## src/rtl/wb_regfile_pkg.sv

```systemverilog
// Shared constants for the write-back stage and register file.
// Holds the default data and address widths, the bit positions inside the
// 2-bit WB control field, and the index of the hardwired-zero register.
package wb_regfile_pkg;

  localparam int unsigned DW_DEF = 32;
  localparam int unsigned AW_DEF = 5;

  // Bit positions inside the WB control field coming from MEM/WB.
  localparam int unsigned WB_REGWRITE = 1;
  localparam int unsigned WB_MEMTOREG = 0;

  localparam int unsigned REG_ZERO = 0;

endpackage

```

## src/rtl/wb_regfile_if.sv

```systemverilog
// Bundle of MEM/WB write-back signals, decode-stage read ports and debug outputs.
//   WB      : write-back control, WB[1]=RegWrite, WB[0]=MemToReg
//   RData   : memory read data
//   ALU     : ALU result
//   Mux5    : destination register index
//   RA1/RA2 : read addresses
//   RD1/RD2 : read data
//   WBData  : selected write-back value (to forwarding unit)
//   WBCount : number of committed register writes
// The master modport is the pipeline side; the slave modport is the register file.
interface wb_regfile_if
  import wb_regfile_pkg::*;
#(
  parameter int unsigned DW = DW_DEF,
  parameter int unsigned AW = AW_DEF
);

  logic [1:0]    WB;
  logic [DW-1:0] RData;
  logic [DW-1:0] ALU;
  logic [AW-1:0] Mux5;
  logic [AW-1:0] RA1;
  logic [AW-1:0] RA2;
  logic [DW-1:0] RD1;
  logic [DW-1:0] RD2;
  logic [DW-1:0] WBData;
  logic [31:0]   WBCount;

  modport master (
    output WB, RData, ALU, Mux5, RA1, RA2,
    input  RD1, RD2, WBData, WBCount
  );

  modport slave (
    input  WB, RData, ALU, Mux5, RA1, RA2,
    output RD1, RD2, WBData, WBCount
  );

endinterface

```

## src/rtl/wb_mux.sv

```systemverilog
// 2:1 MemToReg selector producing the write-back value.
// Shared between the register-file write path and the forwarding path.
//   mem_to_reg_i : 1 selects rdata_i, 0 selects alu_i
//   rdata_i      : memory read data
//   alu_i        : ALU result
//   wb_data_o    : selected write-back value
module wb_mux
  import wb_regfile_pkg::*;
#(
  parameter int unsigned DW = DW_DEF
) (
  input  logic          mem_to_reg_i,
  input  logic [DW-1:0] rdata_i,
  input  logic [DW-1:0] alu_i,
  output logic [DW-1:0] wb_data_o
);

  always_comb begin
    wb_data_o = alu_i;
    if (mem_to_reg_i) begin
      wb_data_o = rdata_i;
    end
  end

endmodule

```

## src/rtl/wb_regfile.sv

```systemverilog
// Write-back stage and 32 x 32-bit architectural register file.
// Selects the write-back value, commits it on the rising clock edge, serves two
// combinational read ports and counts committed writes.
//   clk : rising-edge clock
//   rst : asynchronous active-high reset, clears registers and WBCount
//   bus : wb_regfile_if slave modport (MEM/WB inputs, read ports, WBData, WBCount)
// Build option: define WB_BYPASS_EN for a write-first register file, where a read
// of the register being written this cycle returns WBData instead of the old value.
module wb_regfile
  import wb_regfile_pkg::*;
#(
  parameter int unsigned DW = DW_DEF,
  parameter int unsigned AW = AW_DEF
) (
  input logic        clk,
  input logic        rst,
  wb_regfile_if.slave bus
);

  localparam int unsigned NumRegs = 1 << AW;

  logic [DW-1:0] wb_data;
  logic          we;
  logic [DW-1:0] rd1;
  logic [DW-1:0] rd2;

  logic [DW-1:0] regs_q [NumRegs];
  logic [DW-1:0] regs_d [NumRegs];
  logic [31:0]   count_q;
  logic [31:0]   count_d;

  wb_mux #(
    .DW(DW)
  ) u_wb_mux (
    .mem_to_reg_i(bus.WB[WB_MEMTOREG]),
    .rdata_i     (bus.RData),
    .alu_i       (bus.ALU),
    .wb_data_o   (wb_data)
  );

  // Writes to register 0 are dropped here so they never reach the counter either.
  assign we = bus.WB[WB_REGWRITE] && (bus.Mux5 != AW'(REG_ZERO));

  always_comb begin
    for (int i = 0; i < int'(NumRegs); i++) begin
      regs_d[i] = regs_q[i];
    end
    count_d = count_q;
    if (we) begin
      regs_d[bus.Mux5] = wb_data;
      count_d          = count_q + 32'd1;
    end
  end

  always_ff @(posedge clk or posedge rst) begin
    if (rst) begin
      for (int i = 0; i < int'(NumRegs); i++) begin
        regs_q[i] <= '0;
      end
      count_q <= '0;
    end else begin
      for (int i = 0; i < int'(NumRegs); i++) begin
        regs_q[i] <= regs_d[i];
      end
      count_q <= count_d;
    end
  end

  // Reads are gated by rst so the bypass cannot leak WBData while in reset.
  always_comb begin
    rd1 = '0;
    rd2 = '0;
    if (!rst) begin
      if (bus.RA1 != AW'(REG_ZERO)) begin
        rd1 = regs_q[bus.RA1];
`ifdef WB_BYPASS_EN
        if (we && (bus.RA1 == bus.Mux5)) begin
          rd1 = wb_data;
        end
`endif
      end
      if (bus.RA2 != AW'(REG_ZERO)) begin
        rd2 = regs_q[bus.RA2];
`ifdef WB_BYPASS_EN
        if (we && (bus.RA2 == bus.Mux5)) begin
          rd2 = wb_data;
        end
`endif
      end
    end
  end

  assign bus.RD1     = rd1;
  assign bus.RD2     = rd2;
  assign bus.WBData  = wb_data;
  assign bus.WBCount = count_q;

endmodule

```

## src/flat_wrapper.sv

```systemverilog
// flat-port wrapper written by rule: the top's interface ports become plain ports
module wb_regfile_flat import wb_regfile_pkg::*;
#(
  parameter int unsigned DW = DW_DEF,
  parameter int unsigned AW = AW_DEF
)
  (clk, rst, bus_WB, bus_RData, bus_ALU, bus_Mux5, bus_RA1, bus_RA2, bus_RD1, bus_RD2, bus_WBData, bus_WBCount);
  wb_regfile_if #(.DW(DW), .AW(AW)) bus_i ();
  input logic clk;
  input logic rst;
  input wire logic [$bits(bus_i.WB)-1:0] bus_WB;
  input wire logic [$bits(bus_i.RData)-1:0] bus_RData;
  input wire logic [$bits(bus_i.ALU)-1:0] bus_ALU;
  input wire logic [$bits(bus_i.Mux5)-1:0] bus_Mux5;
  input wire logic [$bits(bus_i.RA1)-1:0] bus_RA1;
  input wire logic [$bits(bus_i.RA2)-1:0] bus_RA2;
  output wire logic [$bits(bus_i.RD1)-1:0] bus_RD1;
  output wire logic [$bits(bus_i.RD2)-1:0] bus_RD2;
  output wire logic [$bits(bus_i.WBData)-1:0] bus_WBData;
  output wire logic [$bits(bus_i.WBCount)-1:0] bus_WBCount;
  assign bus_i.WB = bus_WB;
  assign bus_i.RData = bus_RData;
  assign bus_i.ALU = bus_ALU;
  assign bus_i.Mux5 = bus_Mux5;
  assign bus_i.RA1 = bus_RA1;
  assign bus_i.RA2 = bus_RA2;
  assign bus_RD1 = bus_i.RD1;
  assign bus_RD2 = bus_i.RD2;
  assign bus_WBData = bus_i.WBData;
  assign bus_WBCount = bus_i.WBCount;
  wb_regfile #(.DW(DW), .AW(AW)) u_core (.clk(clk), .rst(rst), .bus(bus_i));
endmodule
```

## config.mk

```make
export PLATFORM = sky130hd
export DESIGN_NAME = wb_regfile_flat
export DESIGN_NICKNAME = d
export VERILOG_FILES = /design/src/rtl/wb_regfile_pkg.sv /design/src/rtl/wb_regfile_if.sv /design/src/rtl/wb_mux.sv /design/src/rtl/wb_regfile.sv /design/src/flat_wrapper.sv
export SDC_FILE = /design/constraint.sdc
export NUM_CORES = 2
export LEC_CHECK = 0
export BUFFER_PORTS_ARGS = -buffer_cell sky130_fd_sc_hd__buf_2
export CORE_ASPECT_RATIO = 1.4
export CORE_MARGIN = 1.5
export CORE_UTILIZATION = 60
export DETAILED_ROUTE_END_ITERATION = 10
export GPL_TIMING_DRIVEN = 0
export PLACE_DENSITY = 0.78
export SLEW_MARGIN = 5
export SYNTH_ARGS = -nofsm -noshare
export SYNTH_HDL_FRONTEND = slang
export SYNTH_SLANG_ARGS = --single-unit
```

## constraint.sdc

```tcl
create_clock -name clk -period 58.8 [get_ports clk]
set_input_delay 2.94 -clock clk [delete_from_list [all_inputs] [get_ports clk]]
set_output_delay 2.94 -clock clk [all_outputs]
set_load 0.02 [all_outputs]
```

### Word-level counts from Yosys, hierarchy flattened

Index checks and enable logic that the tools add are counted.

* register bits: 1056
* logic and storage cells: 60
* input port bits: 83

* reductions and logical operators: 5
* $lt $le $gt $ge: 4
* add/sub/neg operators: 1
* bitwise operators: 3
* muxes and demuxes: 14

Operators with widths (number)
* $bwmux W1024: 1
* $bmux W32 S5: 2
* $mux W32: 10
* $demux W32 S5: 1
* $add A32 B1 Y32 const B: 1
* $ge A6 B6 Y1 const B: 3
* $not A5 Y6: 3
* $reduce_bool A5 Y1: 3
* $lt A6 B1 Y1 const B: 1
* $logic_and A1 B1 Y1: 2

### Longest topological paths before layout

* depth after elaboration: 6
* mapped depth: 8

### Modules after synthesis

From an unflattened synthesis, not the netlist that was laid out.

* cell total of the unflattened synthesis: 4116
* area, all modules: 54604.9 sq um

Modules (own cells, without submodules)
* wb_regfile: cells an instance 4080, times used 1, area each 54060.6 sq um, seq. area each 25624.6 sq um
* wb_mux: cells an instance 36, times used 1, area each 544.3 sq um, seq. area each 0.0 sq um

### Worst setup path after synthesis

Ideal clock, no wire load.

* kind: input-to-output
* from: input rst
* to: output bus_RD1[30]
* stages: 7
* data arrival time: 27.420 ns
* setup slack: 28.440 ns
* required time: 55.860 ns
* buffers on the path: 3
* cell sequence: clkbuf_1 -> inv_1 -> and4_1 -> clkbuf_1 -> clkbuf_1 -> a22oi_1 -> nand4_1

* cells in the longest elaborated chain, start to end: 1

Ends and longest elaborated chain
* start, declared: RTL line flat_wrapper.sv:10 `input logic rst;`
* $mux W32: RTL line wb_regfile.sv:73 `if (!rst) begin`
* end, declared: RTL line flat_wrapper.sv:17 `output wire logic [$bits(bus_i.RD1)-1:0] bus_RD1;`

No other way between the ends.

### Worst setup path in the final report

* from: input bus_RA2[1]
* to: output bus_RD2[30]

* cells in the longest elaborated chain, start to end: 6
* elaborated cells between the ends (all ways): 7

Ends and longest elaborated chain
* start, declared: RTL line flat_wrapper.sv:16 `input wire logic [$bits(bus_i.RA2)-1:0] bus_RA2;`
* $not A5 Y6 (implied by the code): RTL line wb_regfile.sv:83 `rd2 = regs_q[bus.RA2];`
* $bmux W32 S5: RTL line wb_regfile.sv:83
* $mux W32 (implied by the code) (2 in series): RTL line wb_regfile.sv:83
* $mux W32 *: RTL line wb_regfile.sv:82 `if (bus.RA2 != AW'(REG_ZERO)) begin`
* $mux W32 *: RTL line wb_regfile.sv:73
* end, declared: RTL line flat_wrapper.sv:18 `output wire logic [$bits(bus_i.RD2)-1:0] bus_RD2;`

Every way passes the cells marked *; elsewhere a longest branch is shown, timed or not. The select of a mux whose other input is x is not followed.

==> results.json <==
{
  "power.density_nw_per_um2": 36.1,
  "synth-seq-area-share_pct": 48.9,
  "grt_pass1_vias": 46300,
  "ys_warn_count": 0,
  "syn_avg_cell_area_um2": 10.0,
  "synthArstFlopShare_pct": 100,
  "rr_worst_depth": 5,
  "syn_inst": 5242,
  "finalClockSkew_ns": 0.0131,
  "via_per_inst": 7.03,
  "status": "finished with violations",
  "hold_buffers": 0,
  "cp.arrival_ns": 7.54,
  "htreeDepth": 3,
  "coreArea_um2": 86800,
  "min_path_type": "reg2reg",
  "startpoint_type": "primary input",
  "ctsResizeCount": 0,
  "drive_gt1_share_pct": 12.5,
  "drt-wirelength-per-cell_um": 30.6,
  "cts.sinks": 1024,
  "rows": 128,
  "yosysMostFrequentCell": "dfrtp_1",
  "placedCellCount": 6626,
  "postLayoutCoreUtil_pct": 67.6,
  "final_antenna_net_count": 0,
  "worstPathBufferInverterCount": 4,
  "gp_congestion": 1.04,
  "grt_use_total_pct": 47.1,
  "overflow": 0,
  "relSlewSlack_pct": -5.66,
  "slowest_delay_ns": 1.21,
  "vias": 47900,
  "syn_nets": 5326,
  "slew_viol_final": 14,
  "drt-total-wl_um": 209000,
  "setup_tns_ns": 0,
  "hold_viol": 0,
  "post-route-min-period_ns": 10.48,
  "grt.met1_usage_pct": 55.4,
  "end_kind": "output port",
  "finalNetCount": 5643,
  "crit_cells": 8,
  "hpwl_um": 149000,
  "slowest_stage": "a22oi_1",
  "cts_setup_buffers": 0,
  "first_pass_iters": 6,
  "cts_buffers": 98,
  "holdPathStages": 1,
  "fin_crit_sh_pct": 17.8,
  "io-pin-count": 211,
  "synthTopCellsByArea": "dfrtp_1 49%, mux2i_1 12%, mux4_2 8.2%",
  "timing.fmax_mhz": 95.5,
  "finalSetupViolCount": 0,
  "start_util_pct": 60.4,
  "drt_iter0_markers": 7231,
  "cp_top_family": "buffers and inverters",
  "cts.path.max_buffers": 3,
  "violations": "max-capacitance violations, max-slew violations",
  "synth_top_area_share_pct": 48.9,
  "fin_ws_ns": 48.32,
  "grt_util_met3_pct": 15.5,
  "hold_ws_ns": 0.471,
  "crit_type": "in2out",
  "cts-root-buf": "clkbuf_16",
  "synth_edf_count": 0,
  "synth-seq-cells": 1024,
  "syn_to_final_growth_pct": 11.9,
  "die_area_um2": 89200,
  "layout.cells.non_filler": 6816,
  "grt_max_degree": 124,
  "grt.busiest_layer": "met2",
  "leakage_nw": 26.4,
  "syn_area_um2": 52500,
  "synth_top_cell_by_area": "dfrtp_1",
  "io_buffers": 205,
  "use_met2_pct": 67.9,
  "die_w_um": 253,
  "synth_commonest_cells": "1024 x dfrtp_1, 770 x nand2_1, 662 x o21ai_0",
  "crit_fanout": 10,
  "ir_drop_v": 0.0000275,
  "cap_viol_max_count": 2,
  "synth_top_flop_cell": "dfrtp_1",
  "post-place-ws_ns": 49.18,
  "antenna_found_initial": 17,
  "grt_pass1_wl_um": 302000,
  "path_clk_slew_ns": 0.06,
  "clk_latency_ns": 0.73,
  "worst_slew_pin_slew_ns": 1.57,
  "fillers": 6905,
  "die_h_um": 353,
  "rsz0062_at_grt": "no",
  "required_ns": 55.86,
  "cts_tree": "yes",
  "crit_chain": "buf_2 -> clkbuf_1 -> clkbuf_1 -> mux2i_1 -> a22oi_1 -> a22oi_1 -> nand4_1 -> buf_2",
  "synth_cell_types": 42,
  "drc": 0
}
-- per-layer routing --
layer / vias up / routed length, um
met3: 1100 / 24700
met2: 3751 / 90100
li1: 19500 / -
met5: - / 111
met1: 23500 / 68900
met4: 18 / 24800
-- state kept, by name, indices dropped and copies added, names as in the netlist --
register and flops:
u_core.bus.WBCount 32, u_core.regs_q 992
-- cell usage in the layout (no fill, tap or decap), types with 8 or more instances in the layout --
cell | synthesis | layout
a221oi_1 | 64 | 64
nor2_1 | 403 | 403
diode_2 | 0 | 8
nand2_1 | 770 | 770
a22oi_1 | 192 | 192
nand3_1 | 12 | 12
dfrtp_1 | 1024 | 1024
xor2_1 | 13 | 13
clkbuf_1 | 392 | 408
nand4_1 | 71 | 71
clkbuf_8 | 0 | 19
buf_1 | 17 | 16
nor2b_1 | 9 | 9
buf_16 | 0 | 9
clkbuf_16 | 0 | 103
xnor2_1 | 18 | 18
a21oi_1 | 384 | 384
mux2i_1 | 608 | 604
o21ai_1 | 10 | 12
bufinv_16 | 0 | 12
clkinv_2 | 0 | 22
buf_2 | 112 | 317
inv_1 | 38 | 37
mux4_2 | 192 | 192
o22ai_1 | 192 | 192
o21ai_0 | 662 | 660
-- through the flow --
step | area [um2] | total power [mW]
floorplan | 52500 | 1.26
global placement | 54900 | 1.39
detailed placement | 55200 | 1.42
CTS | 58600 | 2.09
global route | 58700 | 2.19
finish | 58700 | 2.12
-- cell type report --
class                      count  area, um2  area share, %
inverter                      38        150          0.256
timing repair buffer         217       1300           2.22
tap                         1170       1460           2.49
multi-input combinational   3658      24600           41.9
antenna                        8       20.0         0.0341
clock buffer                 141       2910           4.96
buffer                       522       2110           3.59
clock inverter                38        504          0.859
sequential                  1024      25600           43.7
-- cell families (layout without fill, tap and decap cells) --
kind of cell	count (synthesis)	count (layout)	share of synthesized area, %
and+or+nand+nor	1318	1318	10.2
muxes	801	801	19.9
DFF	1024	1024	48.9
xor gates and xnor gates	31	31	0.518
AOI/OAI and AO/OA	1507	1507	16.3
adders and majority gates	1	1	0.0238
buffers and inverters	560	956	4.28
other	0	8	0
-- power by group --
part           total (mW)  internal (mW)  switching, mW
Sequential          0.977          0.853          0.124
Combinational       0.453          0.189          0.265
Clock               0.691          0.396          0.295
-- path summary, 6_finish.rpt --
| check | startpoint | endpoint | slack, ns |
|---|---|---|---|
| max | bus_RA2[1] | bus_RD2[30] | 48.32 |
| min | u_core.bus.WBCount[31] | u_core.bus.WBCount[31] | 0.47 |
| max reg2reg | u_core.bus.WBCount[8] | u_core.bus.WBCount[26] | 56.44 |
| min reg2reg | u_core.bus.WBCount[31] | u_core.bus.WBCount[31] | 0.47 |
| max in group asynchronous | rst | u_core.regs_q[255] | 54.18 |
| min in group asynchronous | rst | u_core.regs_q[780] | 2.50 |
Power figures use the tool's default switching activity.
